`src/rtl/demux2_stream.sv`:
```
// demux2_stream: registered 1-to-2 stream demultiplexer.
// One N-bit word per cycle on a valid/ready input is steered by sel into one
// of two one-entry output registers, each drained independently by its sink.
// Optional build macro: DEMUX2_COUNT_EN adds per-channel 16-bit accept
// counters on ports count0/count1.

// One output channel: a single-entry register with an EMPTY/FULL FSM.
module demux2_chan #(
  parameter int N = 16
) (
  input  logic         clk,
  input  logic         reset,
  input  logic         wr_i,     // accept targeted at this channel
  input  logic [N-1:0] data_i,
  input  logic         ready_i,  // sink takes the word this cycle
  output logic [N-1:0] y_o,
  output logic         valid_o
`ifdef DEMUX2_COUNT_EN
  ,
  output logic [15:0]  count_o
`endif
);

  typedef enum logic {EMPTY = 1'b0, FULL = 1'b1} state_t;

  state_t       state_q;
  logic [N-1:0] data_q;

  // Load on accept (takes priority over drain so FULL->FULL streams at full
  // rate); otherwise a FULL channel empties when its sink is ready. The data
  // register is left untouched on drain.
  always_ff @(posedge clk or posedge reset) begin
    if (reset) begin
      state_q <= EMPTY;
      data_q  <= '0;
    end else if (wr_i) begin
      state_q <= FULL;
      data_q  <= data_i;
    end else if (state_q == FULL && ready_i) begin
      state_q <= EMPTY;
    end
  end

  assign y_o     = data_q;
  assign valid_o = (state_q == FULL);

`ifdef DEMUX2_COUNT_EN
  logic [15:0] count_q;

  // Words accepted into this channel; wraps naturally at 16 bits.
  always_ff @(posedge clk or posedge reset) begin
    if (reset) count_q <= '0;
    else if (wr_i) count_q <= count_q + 16'd1;
  end

  assign count_o = count_q;
`endif

endmodule

// Top level: steering, in_ready and the two channel instances.
module demux2_stream #(
  parameter int N = 16
) (
  input  logic         clk,
  input  logic         reset,
  input  logic         enable,
  input  logic         sel,
  input  logic         in_valid,
  input  logic [N-1:0] in_data,
  output logic         in_ready,
  output logic [N-1:0] y0,
  output logic         y0_valid,
  input  logic         y0_ready,
  output logic [N-1:0] y1,
  output logic         y1_valid,
  input  logic         y1_ready
`ifdef DEMUX2_COUNT_EN
  ,
  output logic [15:0]  count0,
  output logic [15:0]  count1
`endif
);

  localparam int NCH = 2;

  logic                    accept;
  logic [NCH-1:0]          wr;
  logic [NCH-1:0]          ch_ready;
  logic [NCH-1:0]          ch_valid;
  logic [NCH-1:0][N-1:0]   ch_y;
`ifdef DEMUX2_COUNT_EN
  logic [NCH-1:0][15:0]    ch_cnt;
`endif

  assign ch_ready = {y1_ready, y0_ready};

  // Only the selected channel gates the input; no fall-through to the other
  // channel, and no dependence on in_valid.
  assign in_ready = enable & (~ch_valid[sel] | ch_ready[sel]);
  assign accept   = in_valid & in_ready;

  for (genvar k = 0; k < NCH; k++) begin : g_ch
    assign wr[k] = accept & (sel == (k == 1));

    demux2_chan #(.N(N)) u_chan (
      .clk     (clk),
      .reset   (reset),
      .wr_i    (wr[k]),
      .data_i  (in_data),
      .ready_i (ch_ready[k]),
      .y_o     (ch_y[k]),
      .valid_o (ch_valid[k])
`ifdef DEMUX2_COUNT_EN
      ,
      .count_o (ch_cnt[k])
`endif
    );
  end

  assign y0       = ch_y[0];
  assign y1       = ch_y[1];
  assign y0_valid = ch_valid[0];
  assign y1_valid = ch_valid[1];

`ifdef DEMUX2_COUNT_EN
  assign count0 = ch_cnt[0];
  assign count1 = ch_cnt[1];
`endif

endmodule
```
`config.mk`:
```
export PLATFORM = sky130hd
export DESIGN_NAME = demux2_stream
export DESIGN_NICKNAME = d
export VERILOG_FILES = /design/src/rtl/demux2_stream.sv
export SDC_FILE = /design/constraint.sdc
export NUM_CORES = 1
export LEC_CHECK = 0
export CAP_MARGIN = 20
export CORE_UTILIZATION = 40
export CTS_CLUSTER_SIZE = 8
export DETAILED_ROUTE_END_ITERATION = 7
export GPL_TIMING_DRIVEN = 0
export PLACE_DENSITY_LB_ADDON = 0.3
export SETUP_SLACK_MARGIN = 0.2
export SKIP_LAST_GASP = 1
export SYNTH_ARGS = -nofsm -noshare
export SYNTH_HDL_FRONTEND = slang
export SYNTH_SLANG_ARGS = --single-unit
```
`constraint.sdc`:
```
create_clock -name clk -period 1.5 [get_ports clk]
set_input_delay 0.225 -clock clk [delete_from_list [all_inputs] [get_ports clk]]
set_output_delay 0.225 -clock clk [all_outputs]
set_load 0.02 [all_outputs]
```
# Word level (Yosys, flattened, before mapping)
# Index checks and enable logic that the tools add are counted.
# word_totals
reg_bits	34
output_inout_bits	35
# classes
n_reduce_logical	4
order_cmp	1
n_mux	8
bitwise	7
# op_table
op	n
$mux 1	8
$and 1x1->1	4
$reduce_bool 2->1	2
$logic_and 1x1->1	2
$lt 1x2->1 const B	1
$not 1->1	2
$or 1x1->1	1

# Longest topological paths before layout
# logic_depth
word_depth	8
mapped_depth	5
mapped_depth_nobuf	3

# Modules after synthesis
# From an unflattened synthesis, not the netlist that was laid out.
# hier_totals
cells_unflattened	85
area_unflattened_um2	1422.6
# by_module_without_submodules
module	area_per_inst_um2	cells_each	n_inst
demux2_chan	686.9	38	2
demux2_stream	48.8	9	1

# Worst setup path before layout
# OpenSTA, ideal clock, no wires.
# synth_timing
path_type	register -> register
start	reg g_ch[0].u_chan.state_q
end	reg g_ch[0].u_chan.data_q[0]
path_slack_ns	-0.022
path_buffers	1
path_stages_with_launch	5
setup_time_ns	0.125
arrival_ns	1.397
t_required_ns	1.375
cell_sequence	dfrtp_1 > nand2b_1 > nor3b_4 > buf_12 > mux2_4
# synth_via
elab_chain_len	7
# synth_lines
item	line_no	text
start, declared	26	state_t state_q;
start signal, assigned	34	state_q <= EMPTY;
start signal, assigned	37	state_q <= FULL;
start signal, assigned	40	state_q <= EMPTY;
$mux 1 (not written as such) (2 in a row)	100	assign in_ready = enable & (~ch_valid[sel] | ch_ready[sel]);
$not 1->1	100	
$or 1x1->1	100	
$and 1x1->1	100	
$and 1x1->1	101	assign accept = in_valid & in_ready;
$and 1x1->1	104	assign wr[k] = accept & (sel == (k == 1));
end signal, assigned	38	data_q <= data_i;
end, declared	27	logic [N-1:0] data_q;
# No other way between the ends. The select of a mux whose other input is x is not followed.
# A chain may end at the register's enable or synchronous reset.

# Worst setup path in the final report
# layout_timing
start	in enable
end	reg g_ch[1].u_chan.data_q[2]
# layout_via
elab_chain_len	3
# layout_lines
item	line_no	text
start, declared	67	input logic enable,
$and 1x1->1	100	
$and 1x1->1	101	
$and 1x1->1	104	
end signal, assigned	38	
end, declared	27	
# No other way between the ends.

==> flow_summary.ini <==
[clock_network]
ctsLongestPathBuffers = 2
cts.sinks = 34
numCtsBuffers = 5
cts_tree = built
hold_buffers = 0
htreeDepth = 2
cts_root_buffer = clkbuf_4
clkLatencyLatePin_ns = 0.32
clkTransAtPathRegs_ns = 0.10

[setup_path]
cp-end-kind = register
r2r_setup_slack_ns = 0.07
rr_startpoint = g_ch[0].u_chan.valid_o$_DFFE_PP0P_
crit_chain = clkdlybuf4s50_1, nand3_1, nor2b_4, buf_6, buf_12, buf_12, mux2_4
slowest_delay_ns = 0.50
crit_path_start_kind = input port
crit_top_cell = buf_12
r2r_end = g_ch[0].u_chan.y_o[9]$_DFFE_PP0P_
crit_buf_inv = 4
path_delay_family = buffers and inverters
required_ns = 1.71
rr_worst_depth = 5
worst_ep_arrival_time_ns = 1.67
slowest_stage = clkdlybuf4s50_1
crit_type = input port to register
path_max_fanout = 5

[place]
place_ws_ns = -0.4487
place_hpwl_mm = 1.871
io_buffers = 57
place_inst = 184
gp_congestion = 0.6496
dpl_cell_area_mm2 = 0.002067

[cells_and_area]
multiInputGateArea_um2 = 574.3
fin_cells = 202
fillers = 261
drive_above_1_share_pct = 41.03
diodes = 0
fin_area_mm2 = 0.002337
seq_area_um2 = 853.3
fin_util_pct = 69.49
syn_to_final_growth_pct = 65.90
nets = 178

[sta]
setup_viol = 0
worstMarginPinSlew_ns = 0.7596
final_hold_viol_count = 0
relSlewSlack_pct = 49.30
fin_crit_ns = 1.458
setup_ws_ns = 0.04160
skew_ns = 0.005725
finalCritPeriodShare_pct = 97.23
grt_setup_unrepaired = true
slew_viol_final = 0
hold-worst-slack_ns = 0.3241
fin_tns_setup_ns = 0
fmax_mhz = 685.7

[global_route]
grt_overflow = 0
grt_max_degree = 19
grt_pass1_wl_mm = 4.588
grt_pass1_vias = 963
antenna_found_initial = 0
track_usage_pct = 17.22

[routing]
wirelength_mm = 2.969
met3_length_um = 222
drtIter0Drc = 35
final_antenna_net_count = 0
highest_layer = met4
avgRoutedWirePerCell_um = 14.70
drt_first_pass_iters = 3
route.detailed.drc = 0
num_vias = 923
wl_met2_mm = 1.391
wl_met1_mm = 1.328
routed_via_density = 4.569

[floorplan]
pin_count = 58
die-area_mm2 = 0.003763
die_w_um = 61.35
core-area_mm2 = 0.003363
die_y_um = 61.35
start_util_pct = 41.89
row_count = 21

[synth]
synth_cells = 80
yosysSeqAreaShare_pct = 60.39
synthesis.area_mm2 = 0.001409
syn_avg_cell_area_um2 = 17.61
synth_cell_types = 13
yosys_warnings = 0
synth-seq-cells = 34
synth_nets = 103

[power_and_ir_drop]
vdd_drop_max_mv = 0.6573
p_total_mw = 2.729
power_per_cell_area_mw_per_mm2 = 1168
leakage_nw = 1.082

[run_status]
status = complete, no violations

[min_path]
min_path_type = input port to asynchronous set/reset pin

[job]
maxCapViolations = 0
[logic make-up (layout without fill, tap and decap cells)]
group,count (synthesis),in the layout,synth area share (%)
AOI/OAI and AO/OA,1,1,0.3549
buffers and inverters,4,80,3.641
DFF,34,34,60.39
muxes,33,33,31.62
and+or+nand+nor,8,8,3.996
[per-layer routing]
metal	GRT usage, %	vias up
met1	23.07	447
met3	5.882	4
met4	6.667	0
met5	0	-
li1	-	427
met2	25.93	45
[placed cells by master (no fill, tap or decap), drive strengths merged]
cell           instances
buf                   15
o21ai                  1
mux2i                  1
clkbuf                11
dlygate4sd2            5
nor3b                  1
inv                    1
nand2                  2
mux2                  32
nand3                  1
nor2b                  2
nand2b                 2
clkinv                 1
dfrtp                 34
clkdlybuf4s50         21
clkdlybuf4s15         26
[sequential cells by signal, summed over array words and instances, names as in the netlist]
register / flops
g_ch.u_chan.valid_o: 2
g_ch.u_chan.y_o: 32
[worst max-delay path by stage]
stage / from / to / cells after the start
after floorplan: g_ch[0].u_chan.valid_o$_DFFE_PP0P_ / g_ch[0].u_chan.y_o[0]$_DFFE_PP0P_ / 4
after global placement: enable / g_ch[0].u_chan.y_o[8]$_DFFE_PP0P_ / 5
after detailed placement: enable / g_ch[0].u_chan.y_o[6]$_DFFE_PP0P_ / 5
after CTS: g_ch[1].u_chan.valid_o$_DFFE_PP0P_ / g_ch[1].u_chan.y_o[2]$_DFFE_PP0P_ / 6
after global routing: g_ch[1].u_chan.valid_o$_DFFE_PP0P_ / in_ready / 4
final: enable / g_ch[1].u_chan.y_o[2]$_DFFE_PP0P_ / 7
[cells in the mapped netlist]
master | count | area, um2
buf_12 | 2 | 40.04
mux2_2 | 12 | 135.1
nand3_1 | 1 | 5.000
o21ai_0 | 1 | 5.000
nand2_1 | 2 | 7.510
mux2_4 | 20 | 300.3
nor2b_1 | 2 | 12.51
buf_4 | 1 | 7.510
nand2b_1 | 2 | 12.51
nor3b_4 | 1 | 18.77
inv_1 | 1 | 3.750
mux2i_1 | 1 | 10.01
dfrtp_1 | 34 | 850.8
[layout make-up]
class	count	share of cell area, %
sequential	34	36.51
timing repair buffer	68	31.53
multi-input combinational	42	24.57
tap	46	2.463
clock buffer	7	2.355
buffer	3	2.195
clock inverter	1	0.2141
inverter	1	0.1606
[where the power goes]
group          internal [mW]  leakage [nW]  switching (mW)
Clock                  0.227        0.0353           0.296
Sequential              1.10         0.402           0.108
Combinational          0.559         0.645           0.435
Total                   1.89          1.08           0.839
[worst reg2reg max path, cell delays in order, from the launching register on]
cell and delay, ns:
dfrtp_2 0.44, nand2b_4 0.08, nor3b_4 0.22, buf_12 0.15, clkbuf_16 0.15, mux2_4 0.29
[timing repair]
| item | CTS | global route |
|---|---|---|
| resized for setup | 57 | 41 |
| setup endpoints to repair | 67 | 63 |
| cloned | 1 | 1 |
| setup buffers | 6 | 2 |
(Power assumes the default switching activity.)
